==> src/rtl/serial_arith_pkg.sv <==
// rtl/serial_arith_pkg.sv - shared state encoding, default width and counter sizing for serial arithmetic
package serial_arith_pkg;

    localparam int DEFAULT_WIDTH = 8;

    typedef enum logic [1:0] {
        IDLE = 2'd0,
        RUN  = 2'd1,
        FIN  = 2'd2
    } state_t;

    // Bits needed to hold any value 0..w
    function automatic int cnt_width(input int w);
        return $clog2(w + 1);
    endfunction

endpackage

==> src/rtl/full_subtractor.sv <==
// rtl/full_subtractor.sv - single-bit full subtractor cell
module full_subtractor (
    input  logic X,
    input  logic Y,
    input  logic BIN,
    output logic DIFF,
    output logic BOUT
);

    assign DIFF = X ^ Y ^ BIN;
    assign BOUT = (~X & Y) | (~(X ^ Y) & BIN);

endmodule

==> src/rtl/serial_subtractor.sv <==
// rtl/serial_subtractor.sv - bit-serial unsigned subtractor, LSB first, one bit per cycle
module serial_subtractor
    import serial_arith_pkg::*;
#(
    parameter int WIDTH = DEFAULT_WIDTH
) (
    input  logic             CLK,
    input  logic             RST,
    input  logic             START,
    input  logic [WIDTH-1:0] A,
    input  logic [WIDTH-1:0] B,
    input  logic             BIN,
    output logic             BUSY,
    output logic             DONE,
    output logic [WIDTH-1:0] D,
    output logic             BOUT
);

    localparam int CW = cnt_width(WIDTH);

    state_t        state;
    state_t        state_next;
    logic [CW-1:0] cnt;
    logic          load;
    logic          shift;
    logic          last;

    // Control: FSM and bit counter
    always_comb begin
        state_next = state;
        load       = 1'b0;
        shift      = (state == RUN);
        last       = (cnt == CW'(WIDTH - 1));
        case (state)
            IDLE: begin
                if (START) begin
                    load       = 1'b1;
                    state_next = RUN;
                end
            end
            RUN: begin
                if (last) state_next = FIN;
            end
            FIN: begin
                if (START) begin
                    load       = 1'b1;
                    state_next = RUN;
                end else begin
                    state_next = IDLE;
                end
            end
            default: state_next = IDLE;
        endcase
    end

    // Counter holds at WIDTH-1 after the last bit; only a new load clears it
    always_ff @(posedge CLK) begin
        if (RST) begin
            state <= IDLE;
            cnt   <= '0;
        end else begin
            state <= state_next;
            if (load) begin
                cnt <= '0;
            end else if (shift && !last) begin
                cnt <= cnt + 1'b1;
            end
        end
    end

    // Datapath: operand shift registers, difference accumulator, borrow flop
    logic [WIDTH-1:0] a_sr;
    logic [WIDTH-1:0] b_sr;
    logic [WIDTH-1:0] d_acc;
    logic             borrow;
    logic             diff_bit;
    logic             borrow_bit;

    full_subtractor u_cell (
        .X    (a_sr[0]),
        .Y    (b_sr[0]),
        .BIN  (borrow),
        .DIFF (diff_bit),
        .BOUT (borrow_bit)
    );

    always_ff @(posedge CLK) begin
        if (RST) begin
            a_sr   <= '0;
            b_sr   <= '0;
            d_acc  <= '0;
            borrow <= 1'b0;
        end else if (load) begin
            a_sr   <= A;
            b_sr   <= B;
            d_acc  <= '0;
            borrow <= BIN;
        end else if (shift) begin
            a_sr   <= {1'b0, a_sr[WIDTH-1:1]};
            b_sr   <= {1'b0, b_sr[WIDTH-1:1]};
            d_acc  <= {diff_bit, d_acc[WIDTH-1:1]};
            borrow <= borrow_bit;
        end
    end

    // After the final bit the borrow flop holds the overall borrow-out
    assign BUSY = (state == RUN);
    assign DONE = (state == FIN);
    assign D    = d_acc;
    assign BOUT = borrow;

endmodule

==> config.mk <==
export PLATFORM = sky130hd
export DESIGN_NAME = serial_subtractor
export DESIGN_NICKNAME = d
export VERILOG_FILES = /design/src/rtl/serial_arith_pkg.sv /design/src/rtl/full_subtractor.sv /design/src/rtl/serial_subtractor.sv
export SDC_FILE = /design/constraint.sdc
export NUM_CORES = 1
export LEC_CHECK = 0
export BUFFER_PORTS_ARGS = -buffer_cell sky130_fd_sc_hd__buf_2
export CAP_MARGIN = 10
export CORE_MARGIN = 5
export CORE_UTILIZATION = 55
export DETAILED_ROUTE_END_ITERATION = 8
export PLACE_DENSITY_LB_ADDON = 0.1
export RECOVER_POWER = 100
export SKIP_LAST_GASP = 1
export SYNTH_ARGS = -nofsm -noshare
export SYNTH_HDL_FRONTEND = slang
export SYNTH_SLANG_ARGS = --single-unit
export TNS_END_PERCENT = 20
==> constraint.sdc <==
create_clock -name CLK -period 2.8 [get_ports CLK]
set_input_delay 0.28 -clock CLK [delete_from_list [all_inputs] [get_ports CLK]]
set_output_delay 0.28 -clock CLK [all_outputs]
set_load 0.02 [all_outputs]
==> flow_summary.yaml <==
timing:
  grt_setup_unrepaired: "no"
  fmax_ghz: 0.488
  final.period_utilization_pct: 73.1
  final.setup.worst_slack_ns: 0.753
  worst-slew-pin-transition_ns: 0.596
  slew_violations: 0
  final_critical_period_ns: 2.05
  report.final.hold_viol_count: 0
  finalHoldWorstSlack_ns: 0.202
  setup_viol_count_final: 0
  worst_clock_skew_ns: 0.00533
  final_setup_tns_ns: 0
  timing.slew.headroom_pct: 60.2
global_route:
  grt_pass1_vias: 1169
  global_route.usage.total_pct: 18.5
  largest_net_degree_at_the_start_of_global_routing: 28
  grt_antenna_before_repair: 0
  grt-ovfl-total: 0
  grt_pass1_wl_mm: 4.82
setup_path:
  worst_reg_to_reg_setup_slack_ns: 0.85
  crit_buf_inv: 2
  crit_path_start_kind: "flop"
  worst-endpoint-required_ns: 2.52
  end_kind: "output port"
  timing.critical_path.slowest_stage_cell: "sky130_fd_sc_hd__inv_2"
  crit_path_max_incr_delay_ns: 0.47
  worstSetupStartpoint: "state[1]"
  worstSetupPathType: "flop to output port"
  timing.critical_path.max_delay_family: "buffers and inverters"
  crit_chain: "nand2b_1, inv_2, clkbuf_1"
  crit_arrival_ns: 1.77
  regToRegStartpoint: "state[1]"
  cp_max_fo: 27
synth:
  yosys_most_used_dff: "sky130_fd_sc_hd__dfxtp_1"
  synth_area_per_cell_sq_um: 8.44
  synthCells: 150
  synth_fp_nets: 172
  synth_seq_area_share_pct: 49.0
  synth_top_cell_area_share_pct: 49.0
  synth.largest_area_cell: "sky130_fd_sc_hd__dfxtp_1"
  ys_warn_count: 0
  yosysUniqueCellTypes: 28
  count_of_flip_flops_with_a_built_in_enable_after_synthesis: 0
  synthArstFlopShare_pct: 0
  synth.top_cells.by_area: "sky130_fd_sc_hd__dfxtp_1 49%, sky130_fd_sc_hd__nand2_1 8.9%, sky130_fd_sc_hd__nor3_1 5.9%"
  synth.ff_latch_count: 31
  syn_area_sq_um: 1270
drt:
  dr.pass1.iters: 4
  detail_route.vias_per_cell: 5.56
  routed-via-count: 1146
  detailedRoute.firstIterationViolations: 18
  post-route-drc-count: 0
  drt-total-wl_mm: 2.79
  antenna_violating_nets_post_route: 0
  routedWlPerCell_um: 13.6
clock_network:
  clk_slew_on_worst_s_h_paths_ns: 0.09
  cts-root-to-sink-buffers: 2
  cts_tree: "yes"
  worstSkewPairLatency_ns: 0.32
  cts_hold_buffers: 0
  cts.sink_count: 31
  htree_levels: 2
  clock_root_buffer_master: "sky130_fd_sc_hd__clkbuf_4"
  cts_repair_resize_count: 0
  cts_made_buffers: 5
  postCtsSetupRepairBufs: 0
floorplan:
  fp.dieW_um: 58.0
  ios: 31
  fp.dieArea_sq_um: 3360
  placementRows: 17
  coreArea_sq_um: 2210
  initial_utilization_pct: 57.2
  chipHeight_um: 58.0
placement:
  detailedPlacementHpwl_mm: 1.84
  routabilityCongestion: 0.761
  port_buffers: 30
  place_worst_setup_slack_ns: 1.05
cells_and_area:
  antennaDiodeCount: 0
  drive_above_1_share_pct: 17.4
  flow.area_growth_from_synthesis_pct: 14.7
  fin_nets: 199
hold_path:
  hold_start: "B[7]"
  worstHoldPathType: "input pin to flop"
flow_run:
  timing.max_cap.violations: 0
pwr:
  static-leakage-power_nw: 0.539
  max-vdd-ir-drop_mv: 0.438
  powerDensity_nw_per_um2: 615
run_status:
  run_status: "complete, no violations"
==> flip-flops by register name (all words and copies together) (netlist names) <==
signal,count
cnt,4
D,8
a_sr,8
b_sr,8
BOUT,1
state,2
==> where the power goes <==
part	total, mW	internal [mW]	switching (mW)
Combinational	0.117	0.0449	0.0719
Clock	0.296	0.148	0.149
Sequential	0.480	0.466	0.0141
==> logic make-up (layout without fill, tap and decap cells) <==
group	Yosys count	after routing	share of synthesized area (%)
AND/OR/NAND/NOR	60	60	21.8
flip-flops	31	31	49.0
multiplexers	4	4	3.26
adder cells (fa/ha/maj)	2	2	2.57
AO/OA/AOI/OAI	37	37	17.2
buffers and inverters	16	44	6.13
==> metal layers <==
metal	GRT usage, %	part of all wire [%]
met2	30.5	50
met4	10.3	1.8
met5	0	0
met3	5.57	6.1
met1	21.3	42
==> through the flow <==
stage | total power, mW | cells | area, sq um | util [%]
finish | 0.893 | 206 | 1450 | 65.7
global route | 0.940 | 206 | 1450 | 65.7
CTS | 0.902 | 206 | 1470 | 66.6
detailed placement | 0.608 | 198 | 1400 | 63.5
global placement | 0.603 | 198 | 1400 | 63.5
floorplan | 0.577 | 150 | 1270 | -
==> worst reg2reg max path: stages (launching register included) <==
cell,delay [ns]
sky130_fd_sc_hd__dfxtp_1,0.31
sky130_fd_sc_hd__nand2b_1,0.37
sky130_fd_sc_hd__clkbuf_1,0.38
sky130_fd_sc_hd__or4_2,0.70
sky130_fd_sc_hd__a21oi_2,0.12
==> final timing paths <==
| kind | cells past startpoint | endpoint |
|---|---|---|
| worst min register to register | 2 | D[0] |
| worst max register to register | 4 | cnt[3] |
| worst max-delay path | 3 | BUSY |
| worst min-delay path | 3 | b_sr[7] |
==> synthesized netlist by cell type (all sizes together) (3+ instances only) <==
cell type / instances
dfxtp: 31
inv: 4
buf: 9
nand2: 30
o22ai: 8
nor3: 15
mux2i: 3
clkbuf: 3
o21ai: 6
a21oi: 13
nand3: 7
a31oi: 5
==> cell type report <==
| type | instances | area, sq um |
|---|---|---|
| Sequential cell | 31 | 621 |
| Fill cell | 205 | 759 |
| Multi-Input combinational cell | 103 | 566 |
| Timing Repair Buffer | 32 | 148 |
| Clock buffer | 8 | 68.8 |
| Tap cell | 28 | 35.0 |
| Inverter | 4 | 15.0 |
==> cells in the final DEF, fill, tap and decap left out, drive strengths merged <==
cell | netlist | layout
ha | 1 | 1
a211oi | 1 | 1
dfxtp | 31 | 31
buf | 9 | 20
mux2i | 3 | 3
nor4 | 1 | 1
nand2 | 30 | 30
and2b | 1 | 1
nand3 | 7 | 7
or3 | 1 | 1
nand2b | 2 | 2
a31oi | 5 | 5
nor3 | 15 | 15
o22ai | 8 | 8
mux2 | 1 | 1
or4 | 1 | 1
clkbuf | 3 | 20
nor2 | 1 | 1
a21oi | 13 | 13
o21a | 2 | 2
a22oi | 2 | 2
nor2b | 1 | 1
o21ai | 6 | 6
fa | 1 | 1
inv | 4 | 4
(Power assumes the default switching activity.)
